[src/rtl/lfsr_bram_buffer.sv]
// lfsr_bram_buffer
//   Pseudo-random sample recorder. A 4-bit Fibonacci LFSR (x^4+x^3+1) steps
//   once per sample tick. When bram_write_enable is high on a tick, the
//   pre-advance LFSR value goes into an 8-entry circular buffer that maps to
//   block RAM. A registered debug port reads any entry. The sample rate comes
//   from a clock-enable divider, so everything runs on one clock.
//
// Ports
//   clk                in   system clock, rising edge
//   reset              in   asynchronous active-low reset
//   bram_write_enable  in   on a tick, 1 = store the current LFSR value
//   rd_addr            in   debug read address
//   rd_data            out  bram[rd_addr], one cycle of latency
//   lfsr_out           out  current LFSR state
//   bram_out           out  value of the most recent write
//   wr_ptr             out  entry that the next write goes to
//   sample_tick        out  one-cycle pulse on each tick cycle
//   full               out  sticky, set once all DEPTH entries are written

module lfsr_bram_buffer #(
  parameter int                   DATA_W   = 4,
  parameter int                   DEPTH    = 8,
  parameter int                   TICK_DIV = 12,
  parameter logic [DATA_W-1:0]    SEED     = DATA_W'(1),
  localparam int                  ADDR_W   = $clog2(DEPTH)
) (
  input  logic              clk,
  input  logic              reset,
  input  logic              bram_write_enable,
  input  logic [ADDR_W-1:0] rd_addr,
  output logic [DATA_W-1:0] rd_data,
  output logic [DATA_W-1:0] lfsr_out,
  output logic [DATA_W-1:0] bram_out,
  output logic [ADDR_W-1:0] wr_ptr,
  output logic              sample_tick,
  output logic              full
);

  localparam int DIV_W = (TICK_DIV > 1) ? $clog2(TICK_DIV) : 1;
  localparam logic [DIV_W-1:0]  DIV_LAST = DIV_W'(TICK_DIV - 1);
  localparam logic [ADDR_W-1:0] PTR_LAST = ADDR_W'(DEPTH - 1);

  logic [DIV_W-1:0]  r_div;
  logic [DATA_W-1:0] r_lfsr;
  logic [DATA_W-1:0] r_bram_out;
  logic [DATA_W-1:0] r_rd_data;
  logic [ADDR_W-1:0] r_wr_ptr;
  logic              r_full;
  logic [DATA_W-1:0] r_mem [DEPTH];

  logic              w_tick;
  logic              w_wr;
  logic [DATA_W-1:0] w_lfsr_next;

  assign w_tick = (r_div == DIV_LAST);
  assign w_wr   = w_tick & bram_write_enable;

  // An all-zero state would lock up the LFSR, so it reloads the seed instead.
  assign w_lfsr_next = (r_lfsr == '0) ? SEED
                     : {r_lfsr[DATA_W-2:0], r_lfsr[DATA_W-1] ^ r_lfsr[DATA_W-2]};

  always_ff @(posedge clk or negedge reset) begin
    if (!reset) begin
      r_div <= '0;
    end else if (w_tick) begin
      r_div <= '0;
    end else begin
      r_div <= r_div + DIV_W'(1);
    end
  end

  always_ff @(posedge clk or negedge reset) begin
    if (!reset) begin
      r_lfsr     <= SEED;
      r_bram_out <= '0;
      r_wr_ptr   <= '0;
      r_full     <= 1'b0;
    end else begin
      if (w_tick) r_lfsr <= w_lfsr_next;
      if (w_wr) begin
        r_bram_out <= r_lfsr;
        r_wr_ptr   <= r_wr_ptr + ADDR_W'(1);
        if (r_wr_ptr == PTR_LAST) r_full <= 1'b1;
      end
    end
  end

  // The storage array has no reset so that it maps onto block RAM.
  always_ff @(posedge clk) begin
    if (w_wr) r_mem[r_wr_ptr] <= r_lfsr;
  end

  // Read-before-write: a read that collides with a write returns the old entry.
  always_ff @(posedge clk or negedge reset) begin
    if (!reset) r_rd_data <= '0;
    else        r_rd_data <= r_mem[rd_addr];
  end

  assign rd_data     = r_rd_data;
  assign lfsr_out    = r_lfsr;
  assign bram_out    = r_bram_out;
  assign wr_ptr      = r_wr_ptr;
  assign full        = r_full;
  // With TICK_DIV=1 the compare is always true, so keep the pulse low in reset.
  assign sample_tick = w_tick & reset;

endmodule

[config.mk]
export PLATFORM = sky130hd
export DESIGN_NAME = lfsr_bram_buffer
export DESIGN_NICKNAME = d
export VERILOG_FILES = /design/src/rtl/lfsr_bram_buffer.sv
export SDC_FILE = /design/constraint.sdc
export NUM_CORES = 1
export LEC_CHECK = 0
export CAP_MARGIN = 20
export CORE_ASPECT_RATIO = 0.5
export CORE_MARGIN = 1
export CORE_UTILIZATION = 55
export CTS_CLUSTER_DIAMETER = 150
export DETAILED_ROUTE_END_ITERATION = 8
export PLACE_DENSITY = 0.79
export SLEW_MARGIN = 20
export SYNTH_ARGS = -nofsm -noshare
export SYNTH_HDL_FRONTEND = slang
export SYNTH_SLANG_ARGS = --single-unit
[constraint.sdc]
create_clock -name clk -period 3.16 [get_ports clk]
set_clock_uncertainty 0.1 [all_clocks]
set_input_delay 0.632 -clock clk [delete_from_list [all_inputs] [get_ports clk]]
set_output_delay 0.632 -clock clk [all_outputs]
set_load 0.005 [all_outputs]
# == Word level (Yosys, flattened, before mapping) ==
# Memory sizes are Yosys's and may differ from the RTL's. A register that Yosys moved wholly into a read port is not among the register bits.
# Index checks and enable logic that the tools add are counted.
# classes
bitwise_logic,3
eq_ne,2
add_sub_neg,2
mux,4
reduce_logical,3
# op_table
op,count
2-to-1 mux 4 bit,2
"adder 4 x 1 -> 4 bit, second input constant",1
"equality test 4 bit, second input constant",1
logical NOT 4 bit,1
"adder 3 x 1 -> 3 bit, second input constant",1
"equality test 3 bit, second input constant",1
AND 1 bit,2
2-to-1 mux 1 bit,2
AND reduction 2 bit,1
logical NOT 1 bit,1
bitwise XOR 1 bit,1
# totals
wordCells,20
mem_count,1
ram_bits,32
ff_bits,16
# memory_table
name,words,width,rd,rd_clocked_by_memory_dff,write_ports,line_no,source
r_mem,8,4,1,1,1,49,logic [DATA_W-1:0] r_mem [DEPTH];

# == Longest topological paths before layout ==
# Gate-level depths: netlist of run 1.
# logic_depth
ltp_word,4
mapped_depth,5

# == Worst setup path before layout of run 1 ==
# Ideal clock, no wire load.
# synth_timing
kind,flip-flop to flip-flop
startpoint,reg r_div[0]
endpoint,mem r_mem[0][0] (enable)
arrival_time_ns,1.503
path_stages_with_launch,6
setup_ns,0.377
setup_slack_ns,1.181
synth_period_minus_slack_ns,1.979
path_cell_list,dfrtp_1 > ha_1 > and3b_1 > clkbuf_1 > nand2_1 > nor4_1
# synth_via
elab_chain_len,4
# synth_lines
element,line_no,source
"start, declared",43,logic [DIV_W-1:0] r_div;
"start signal, assigned",68,r_div <= r_div + DIV_W'(1);
equality test 4 bit,55,assign w_tick = (r_div == DIV_LAST);
AND 1 bit,56,assign w_wr = w_tick & bram_write_enable;
2-to-1 mux 1 bit,90,if (w_wr) r_mem[r_wr_ptr] <= r_lfsr;
2-to-1 mux 1 bit (not written as such),90,
"end, declared",49,
# No other way between the ends.

# == Worst setup path in the final report of run 1 ==
# layout_timing
startpoint,reg r_div[0]
endpoint,out sample_tick
# layout_via
elab_chain_len,2
# layout_lines
element,line_no,source
equality test 4 bit,55,
AND 1 bit,105,assign sample_tick = w_tick & reset;
"end, declared",35,"output logic sample_tick,"
# No other way between the ends.

==> summary.md, run 1 <==
| Metric | Value |
|---|---|
| Asr flop ratio synth | `38.5%` |
| Via count | `1074` |
| # fillers | `242` |
| CTS Buf Count | `5` |
| Mean Syn Cell Area | `17.7 um2` |
| Die Area | `4040 um2` |
| Non-Filler Instances | `197` |
| Global Route Usage Sum | `19.7%` |
| Register clock-pin slew on the reported worst setup and hold paths | `90 ps` |
| Pin count of the biggest net entering global routing | `21` |
| Worst-skew pair later-pin latency | `300 ps` |
| Global-route wire length before repair | `5230 um` |
| Min-Delay Path Class | `flop to flop` |
| Setup ws final | `491 ps` |
| Starting Density | `59.1%` |
| Hold-fix buffers, CTS | `0` |
| DR iter-0 viols | `34` |
| Final setup violation count | `0` |
| DRT Wirelength | `3490 um` |
| Critical Path Fanout Max | `8` |
| Min cycle time layout | `2670 ps` |
| Crit-path slowest cell | `clkdlybuf4s50_1` |
| PwrDens | `483 nW/um2` |
| Top cells by instance count after synthesis | `edfxtp_1, dfrtp_1, mux2_2` |
| Initial antenna violation count | `0` |
| ANT nets after route | `0` |
| Synth top area cells | `edfxtp_1, dfrtp_1, mux4_1` |
| Run status | `finished clean` |
| Gpl congestion | `0.680` |
| Seq/Total Area, Yosys | `70.5%` |
| Via-to-Cell Ratio | `5.45` |
| Input/output buffers | `22` |
| LEAKAGE | `0.912 nW` |
| Worst slack, placed | `609 ps` |
| Yosys Warn Count | `0` |
| Crit path buffers/inverters | `1` |
| CP Class | `flop to primary output` |
| PostCTS Resize Cnt | `0` |
| Setup TNS | `0 ps` |
| Req. time, crit path | `2430 ps` |
| Pre-Repair DR Iteration Count | `4` |
| Cell Rows | `15` |
| Fmax | `375 MHz` |
| Flops & latches, synth | `52` |
| DP HPWL | `2400 um` |
| Vias in the first global route | `1009` |
| DR WL/cell | `17.7 um` |
| Max clock buf depth | `2` |
| Die H | `45.4 um` |
| Most common cell in the netlist | `edfxtp_1` |
| Final hold violation count | `0` |
| Crit-path cells | `ha_1, and3b_1, and2_1, clkdlybuf4s50_1` |
| Worst path max stage delay | `500 ps` |
| Synth area leader | `edfxtp_1` |
| Max-cap violations | `0` |
| Slew margin rel. | `53.1%` |
| Core Box Area | `3510 um2` |
| Final #Nets | `155` |
| Syn nets | `127` |
| # IOs | `23` |
| # Post-CTS Setup Buffers | `0` |
| Slew @ Worst Pin | `697 ps` |
| Die Wd | `88.9 um` |
| Crit path launch type | `flop` |
| GR Overflow Total | `0` |
| CTS HTree Levels | `2` |
| # diodes | `0` |
| Synth top area share | `46.3%` |
| CTS Root Cell | `clkbuf_8` |
| Power Total | `1.18 mW` |
| Core Util, Final | `69.7%` |
| Worst path arrival time | `1940 ps` |
| Fin crit share | `84.5%` |
| Area grow syn2layout | `17.9%` |
| Critical Path End Type | `primary output` |
| Largest delay share family, worst path | `simple AND/OR/NAND/NOR gates` |
| Fraction of layout cells with a size suffix above 1 | `15.8%` |
| Post-synth EDFFs | `32` |
| Top_reg_cell synth | `edfxtp_1` |
| RSZ-0062 raised after global routing | `no` |
| Clock Sinks | `52` |
| CTS tree | `yes` |
| Synthesized cell area | `2070 um2` |
| Cells after synthesis | `117` |
| Maximum vdd drop | `258 uV` |
| Cell variety after synth | `25` |
| Max-slew violation count | `0` |
| DR DRC count | `0` |
| Placed Instances | `189` |
## area by class of cell
type / count / area [um2] / area share (%)
sequential: 52 / 1460 / 59.8
inverter: 2 / 7.51 / 0.307
timing repair buffer: 25 / 243 / 9.93
multi-input combinational: 59 / 581 / 23.7
clock inverter: 3 / 18.8 / 0.768
clock buffer: 5 / 68.8 / 2.81
tap: 51 / 63.8 / 2.61
## kinds of logic after synthesis
group	share of synthesized area, %
AOI/OAI and AO/OA	1.21
xor gates and xnor gates	0.845
adders and majority gates	2.41
buffers and inverters	1.51
DFF	70.5
muxes	16.1
and+or+nand+nor	7.42
## cells in the final DEF, fill, tap and decap left out
cell type	n
clkinv_2	2
nor3_1	5
clkbuf_8	5
ha_1	4
a21o_1	2
nand2_1	8
nor3b_1	2
buf_4	3
nand3b_1	1
and4b_1	1
inv_1	2
nor2_1	7
mux4_1	8
edfxtp_1	32
clkinv_4	1
nand2b_1	2
mux2_2	11
or3_1	1
nor4_1	1
dfrtp_1	19
and3b_1	1
xor2_1	1
dfstp_2	1
xnor2_1	1
o21ai_0	2
and2_1	1
clkdlybuf4s50_1	22
## metal layers
| metal | part of all wire [%] | vias up | wire (um) | track usage, % |
|---|---|---|---|---|
| met5 | 0 | - | 0 | 0 |
| met4 | 1.3 | 0 | 46 | 7.74 |
| met3 | 5.7 | 8 | 199 | 5.62 |
| met2 | 46 | 27 | 1610 | 29.7 |
| met1 | 47 | 532 | 1640 | 27.9 |
| li1 | - | 507 | - | - |
## through the flow
stage | hold WS, ps | instance area, um2
4_1_cts | 372 | 2440
6_report | 364 | 2440
5_1_grt | 395 | 2440
3_3_place_gp | 340 | 2360
2_1_floorplan | 236 | 2070
3_5_place_dp | 352 | 2360
## sequential cells by signal, summed over array words and instances, names as in the netlist
register,flops
wr_ptr,3
lfsr_out,4
full,1
r_div,4
r_mem,32
bram_out,4
rd_data,4
## where the power goes
| part | switching [mW] | internal [mW] |
|---|---|---|
| clock network | 0.211 | 0.155 |
| registers | 0.0170 | 0.726 |
| logic | 0.0268 | 0.0447 |
| total | 0.255 | 0.926 |
## final timing paths
kind                                from          end  slack [ps]  cells after the start
worst max-delay path            r_div[0]  sample_tick         490                      4
worst min-delay path                full         full         360                      1
worst max register to register  r_div[0]  r_mem[6][0]         960                      4
worst min register to register      full         full         360                      1
max in group asynchronous          reset  lfsr_out[0]        1970                      2
min in group asynchronous          reset   rd_data[1]         710                      2
Note: power is estimated with default switching activity, not from simulation.
==> run 2, diff against run 1 <==
CORE_UTILIZATION = 49   (was 55)
PLACE_DENSITY = 0.75   (was 0.79)
clock period = 2.4 ns   (was 3.16 ns; I/O delays follow)
==> summary.md, run 2 (synthesis gave the netlist of run 1 again) <==
| Metric | Value |
|---|---|
| Run status | `finished clean` |
| Via count | `1104 (+2.8%)` |
| Final #Nets | `163 (+5.2%)` |
| Max-cap violations | `0 (unchanged)` |
| Critical Path End Type | `primary output` |
| Fin crit share | `95.2%` |
| # diodes | `0 (unchanged)` |
| Fraction of layout cells with a size suffix above 1 | `19.5% (+3.7 points)` |
| Clock Sinks | `52 (unchanged)` |
| Biggest register | `r_mem` |
| Max reg flops | `32 (unchanged)` |
| Slew @ Worst Pin | `449 ps (-248 ps)` |
| Pin count of the biggest net entering global routing | `21 (unchanged)` |
| Global Route Usage Sum | `17.1% (-2.6 points)` |
| # IOs | `23 (unchanged)` |
| Crit path launch type | `flop` |
| Hold WS | `362 ps (-1.93 ps)` |
| Die Area | `4510 um2 (+12%)` |
| Fmax | `437 MHz` |
| Final hold violation count | `0 (unchanged)` |
| GR Overflow Total | `0 (unchanged)` |
| Final Cell Area | `2530 um2 (+3.5%)` |
| ANT nets after route | `0 (unchanged)` |
| Min cycle time layout | `2290 ps` |
| Vias in the first global route | `946 (-6.2%)` |
| Starting Density | `52.1% (-7.0 points)` |
| Worst slack, placed | `133 ps (-475 ps)` |
| PwrDens | `610 nW/um2 (+26%)` |
| Setup TNS | `0 ps (unchanged)` |
| Pre-Repair DR Iteration Count | `4 (unchanged)` |
| Gpl congestion | `0.692 (+1.6%)` |
| Die Wd | `94.0 um (+5.8%)` |
| Cell Rows | `16 (+1)` |
| Die H | `48.0 um (+5.7%)` |
| Register clock-pin slew on the reported worst setup and hold paths | `80 ps (about the same)` |
| Most frequent cells in the layout | `edfxtp_1, clkdlybuf4s50_1, dfrtp_1, mux2_2, buf_4` |
| Non-Filler Instances | `208 (+5.6%)` |
| Setup ws final | `114 ps (-377 ps)` |
| RSZ-0062 raised after global routing | `no` |
| CP Class | `flop to primary output` |
| Worst-skew pair later-pin latency | `300 ps (about the same)` |
| Initial antenna violation count | `0 (unchanged)` |
| Most common cell after layout, fill and taps aside | `edfxtp_1` |
| CTS HTree Levels | `2 (unchanged)` |
| Core Box Area | `3980 um2 (+14%)` |
| Placed Instances | `199 (+5.3%)` |
| CTS Buf Count | `5 (unchanged)` |
| CTS Root Cell | `clkbuf_8` |
| Worst path arrival time | `1710 ps (-230 ps)` |
| Global-route wire length before repair | `5120 um (-2.1%)` |
| DR WL/cell | `16.5 um (-6.8%)` |
| DRT Wirelength | `3440 um (-1.5%)` |
| DR iter-0 viols | `52 (+53%)` |
| Critical Path Fanout Max | `5 (-3)` |
| DR DRC count | `0 (unchanged)` |
| Min-Delay Path Class | `flop to flop` |
| LEAKAGE | `0.951 nW (+4.2%)` |
| Placed Area | `2430 um2 (+2.9%)` |
| Hold-fix buffers, CTS | `0 (unchanged)` |
| CTS tree | `yes` |
| Max clock buf depth | `2 (unchanged)` |
| Max-slew violation count | `0 (unchanged)` |
| Area grow syn2layout | `22.0%` |
| DP HPWL | `2380 um (-1.0%)` |
| Input/output buffers | `22 (unchanged)` |
| Via-to-Cell Ratio | `5.31 (-2.6%)` |
| Final setup violation count | `0 (unchanged)` |
| Maximum vdd drop | `312 uV (+21%)` |
| Slew margin rel. | `69.9% (+17 points)` |
| Req. time, crit path | `1820 ps (-610 ps)` |
## run 2: changes by cell type in the layout (fill, tap and decap cells not counted), sizes merged
cell | before | now
clkinv | 3 | 1
clkbuf | 5 | 6
clkinvlp | 0 | 1
buf | 3 | 11
## run 2: worst max-delay path, stage by stage, from the launching register on
cell	delay, ps
dfrtp_1	410
ha_4	170
and3b_1	190
and2_1	140
clkdlybuf4s50_1	490
## run 2: path summary, 6_finish.rpt
path / from / slack [ps] / cells past startpoint / to
max in group asynchronous: reset / 1350 / 2 / lfsr_out[0]
worst max-delay path: r_div[0] / 110 / 4 / sample_tick
worst min-delay path: full / 360 / 1 / full
worst max register to register: r_div[0] / 600 / 6 / r_mem[0][3]
worst min register to register: full / 360 / 1 / full
min in group asynchronous: reset / 570 / 2 / rd_data[1]
## run 2: metrics by stage
stage	util, %	total power, mW
2_1_floorplan	-	1.03
3_3_place_gp	60.9	1.09
3_5_place_dp	60.9	1.10
4_1_cts	63.0	1.56
5_1_grt	63.5	1.61
6_report	63.5	1.54
## run 2: cell type report
class                   instances  area (um2)
flip-flops and latches         52        1460
fillers                       288        1450
multi-input cells              59         593
repair buffers                 33         315
clock buffers                   6        72.6
well taps                      54        67.6
clock inverters                 2        11.3
inverters                       2        7.51
## run 2: power by group
part           internal [mW]  leakage (nW)  switching (mW)
clock                  0.202        0.0388           0.268
combinational         0.0617         0.385          0.0348
sequential             0.956         0.527          0.0212
total                   1.22         0.951           0.324
## run 2: repair_timing
item | 4_1_cts | 5_1_grt
endpoints found under the setup margin | 0 | 1
resized for setup | 0 | 2
setup buffers | 0 | 1
## run 2: per-layer routing
layer	part of all wire, %	GRT usage (%)
met3	4.7	5.24
met1	49	24.1
met2	45	25.0
met4	0.81	8.31
met5	0	0
==> run 3, diff against run 2 <==
ABC_AREA = 1   (was not set)
CORE_ASPECT_RATIO = 0.8   (was 0.5)
CORE_UTILIZATION = 50   (was 49)
==> summary.md, run 3 <==
| Metric | Value |
|---|---|
| DR iter-0 viols | `203 (+290%)` |
| Fin crit share | `93.6% (-1.6 points)` |
| Setup TNS | `0 ps (unchanged)` |
| Placed Instances | `304 (+53%)` |
| Worst path arrival time | `1670 ps (-40 ps)` |
| Min cycle time layout | `2250 ps (-39.4 ps)` |
| CP Class | `primary input to primary output` |
| Post-synthesis mux area share | `0% (-16 points)` |
| Top cells by instance count after synthesis | `nand2_1, inv_1, edfxtp_1` |
| # IOs | `23 (unchanged)` |
| Crit path launch type | `primary input` |
| Non-Filler Instances | `314 (+51%)` |
| Min-Delay Path Class | `flop to flop` |
| Synth Area in XOR/XNOR | `0% (-0.84 points)` |
| PwrDens | `598 nW/um2 (-2.1%)` |
| Biggest register | `r_mem` |
| Critical Path Fanout Max | `2 (-3)` |
| Clock Sinks | `52 (unchanged)` |
| Fraction of layout cells with a size suffix above 1 | `12.1% (-7.4 points)` |
| Die H | `62.4 um (+30%)` |
| Core Box Area | `4280 um2 (+7.5%)` |
| Synth top area share | `42.2% (-4.1 points)` |
| Starting Density | `53.2% (+1.1 points)` |
| Seq/Total Area, Yosys | `64.2% (-6.3 points)` |
| Main combinational cell family by area after synthesis | `simple AND/OR/NAND/NOR gates` |
| Max-slew violation count | `0 (unchanged)` |
| CTS Root Cell | `clkbuf_8` |
| Flops & latches, synth | `52 (unchanged)` |
| LEAKAGE | `1.25 nW (+31%)` |
| Input/output buffers | `22 (unchanged)` |
| Cells after synthesis | `223 (+91%)` |
| CTS tree | `yes` |
| Max clock buf depth | `2 (unchanged)` |
| Run status | `finished clean` |
| Slew margin rel. | `70.2% (+0.29 points)` |
| Max-cap violations | `0 (unchanged)` |
| CTS Buf Count | `5 (unchanged)` |
| Synth area leader | `edfxtp_1` |
| Fmax | `445 MHz (+1.8%)` |
| Most frequent cells in the layout | `nand2_1, inv_1, edfxtp_1, clkdlybuf4s50_1, nand3_1` |
| Pin count of the biggest net entering global routing | `21 (unchanged)` |
| Final setup violation count | `0 (unchanged)` |
| Initial antenna violation count | `0 (unchanged)` |
| Req. time, crit path | `1820 ps (about the same)` |
| Via count | `1505 (+36%)` |
| CTS HTree Levels | `2 (unchanged)` |
| GR Overflow Total | `0 (unchanged)` |
| Final #Nets | `266 (+63%)` |
| Synthesized cell area | `2280 um2 (+9.8%)` |
| Cell Rows | `21 (+5)` |
| Setup ws final | `154 ps (+39.4 ps)` |
| DP HPWL | `3060 um (+28%)` |
| # diodes | `0 (unchanged)` |
| Max reg flops | `32 (unchanged)` |
| Final hold violation count | `0 (unchanged)` |
| Pre-Repair DR Iteration Count | `4 (unchanged)` |
| Asr flop ratio synth | `38.5% (unchanged)` |
| RSZ-0062 raised after global routing | `no` |
| Post-synth EDFFs | `32 (unchanged)` |
| Global-route wire length before repair | `7090 um (+39%)` |
| Die Wd | `77.5 um (-18%)` |
| Area grow syn2layout | `17.9%` |
| Worst slack, placed | `152 ps (+18.9 ps)` |
| Gpl congestion | `0.788 (+14%)` |
| Maximum vdd drop | `407 uV (+30%)` |
| ANT nets after route | `0 (unchanged)` |
| Most common cell after layout, fill and taps aside | `nand2_1` |
| Most common cell in the netlist | `nand2_1` |
| Die Area | `4830 um2 (+7.1%)` |
| DRT Wirelength | `4290 um (+25%)` |
| Synth Area in Compound Gates | `3.24% (+2.0 points)` |
| Top_reg_cell synth | `edfxtp_1` |
| Register clock-pin slew on the reported worst setup and hold paths | `90 ps (about the same)` |
| DR DRC count | `0 (unchanged)` |
| Mean Syn Cell Area | `10.2 um2 (-42%)` |
| Synth Area in Simple Gates | `21.1% (+14 points)` |
| Synth top area cells | `edfxtp_1, dfrtp_1, nand2_1` |
| Critical Path End Type | `primary output` |
| Worst-skew pair later-pin latency | `300 ps (about the same)` |
| Vias in the first global route | `1445 (+53%)` |
| Yosys Warn Count | `0 (unchanged)` |
| DR WL/cell | `13.7 um (-17%)` |
| Slew @ Worst Pin | `445 ps (-4.04 ps)` |
| Cell variety after synth | `25 (unchanged)` |
| Syn nets | `233 (+83%)` |
| Global Route Usage Sum | `20.0% (+2.8 points)` |
| Hold-fix buffers, CTS | `0 (unchanged)` |
| Synth Area in Adders | `2.20% (-0.22 points)` |
| Via-to-Cell Ratio | `4.79 (-9.7%)` |
## run 3: path summary, 6_finish.rpt
check | startpoint | to | slack, ps | cells after the start
min reg2reg | r_div[0] | r_div[0] | 370 | 1
max | reset | sample_tick | 150 | 4
min in group asynchronous | reset | rd_data[2] | 460 | 2
max reg2reg | r_div[0] | r_mem[1][1] | 550 | 6
max in group asynchronous | reset | lfsr_out[0] | 1470 | 2
min | r_div[0] | r_div[0] | 370 | 1
## run 3: power breakdown
part           switching [mW]  internal [mW]
clock                   0.286          0.208
sequential             0.0163          0.960
combinational          0.0716         0.0648
total                   0.374           1.23
## run 3: stage by stage
stage | power [mW] | hold WS, ps | utilization [%] | cell area, um2
6_report | 1.61 | 369 | 62.7 | 2690
5_1_grt | 1.66 | 399 | 62.7 | 2690
4_1_cts | 1.61 | 370 | 62.3 | 2670
3_5_place_dp | 1.13 | 356 | 60.2 | 2580
3_3_place_gp | 1.13 | 348 | 60.2 | 2580
2_1_floorplan | 1.06 | 84.4 | - | 2280
## run 3: layer usage
metal  vias to the layer above  global-route usage, %  routed length [um]
met5                         -                      0                   0
met4                         0                   5.90                  21
met3                         2                   5.99                 300
met2                        57                   31.0                1970
met1                       688                   27.3                2000
li1                        758                      -                   -
## run 3: cell type report
cell class / count / area (um2)
Tap cell: 57 / 71.3
Multi-Input combinational cell: 121 / 607
Inverter: 46 / 176
Sequential cell: 52 / 1460
Fill cell: 340 / 1600
Timing Repair Buffer: 30 / 280
Clock buffer: 6 / 72.6
Clock inverter: 2 / 16.3
## run 3: critical path, stage by stage
cell             delay, ps
clkdlybuf4s50_1        490
inv_1                   80
nor2_1                 110
clkdlybuf4s50_1        510
## run 3: cell families (layout without fill, tap and decap cells)
kind of cell	Yosys count	in the layout
adders and majority gates	4	4
and+or+nand+nor	104	104
buffers and inverters	50	84
DFF	52	52
AOI/OAI and AO/OA	13	13
## run 3: what timing repair did
action,4_1_cts,5_1_grt
setup endpoints to repair,0,1
setup buffers,0,2
gates resized for setup,0,1
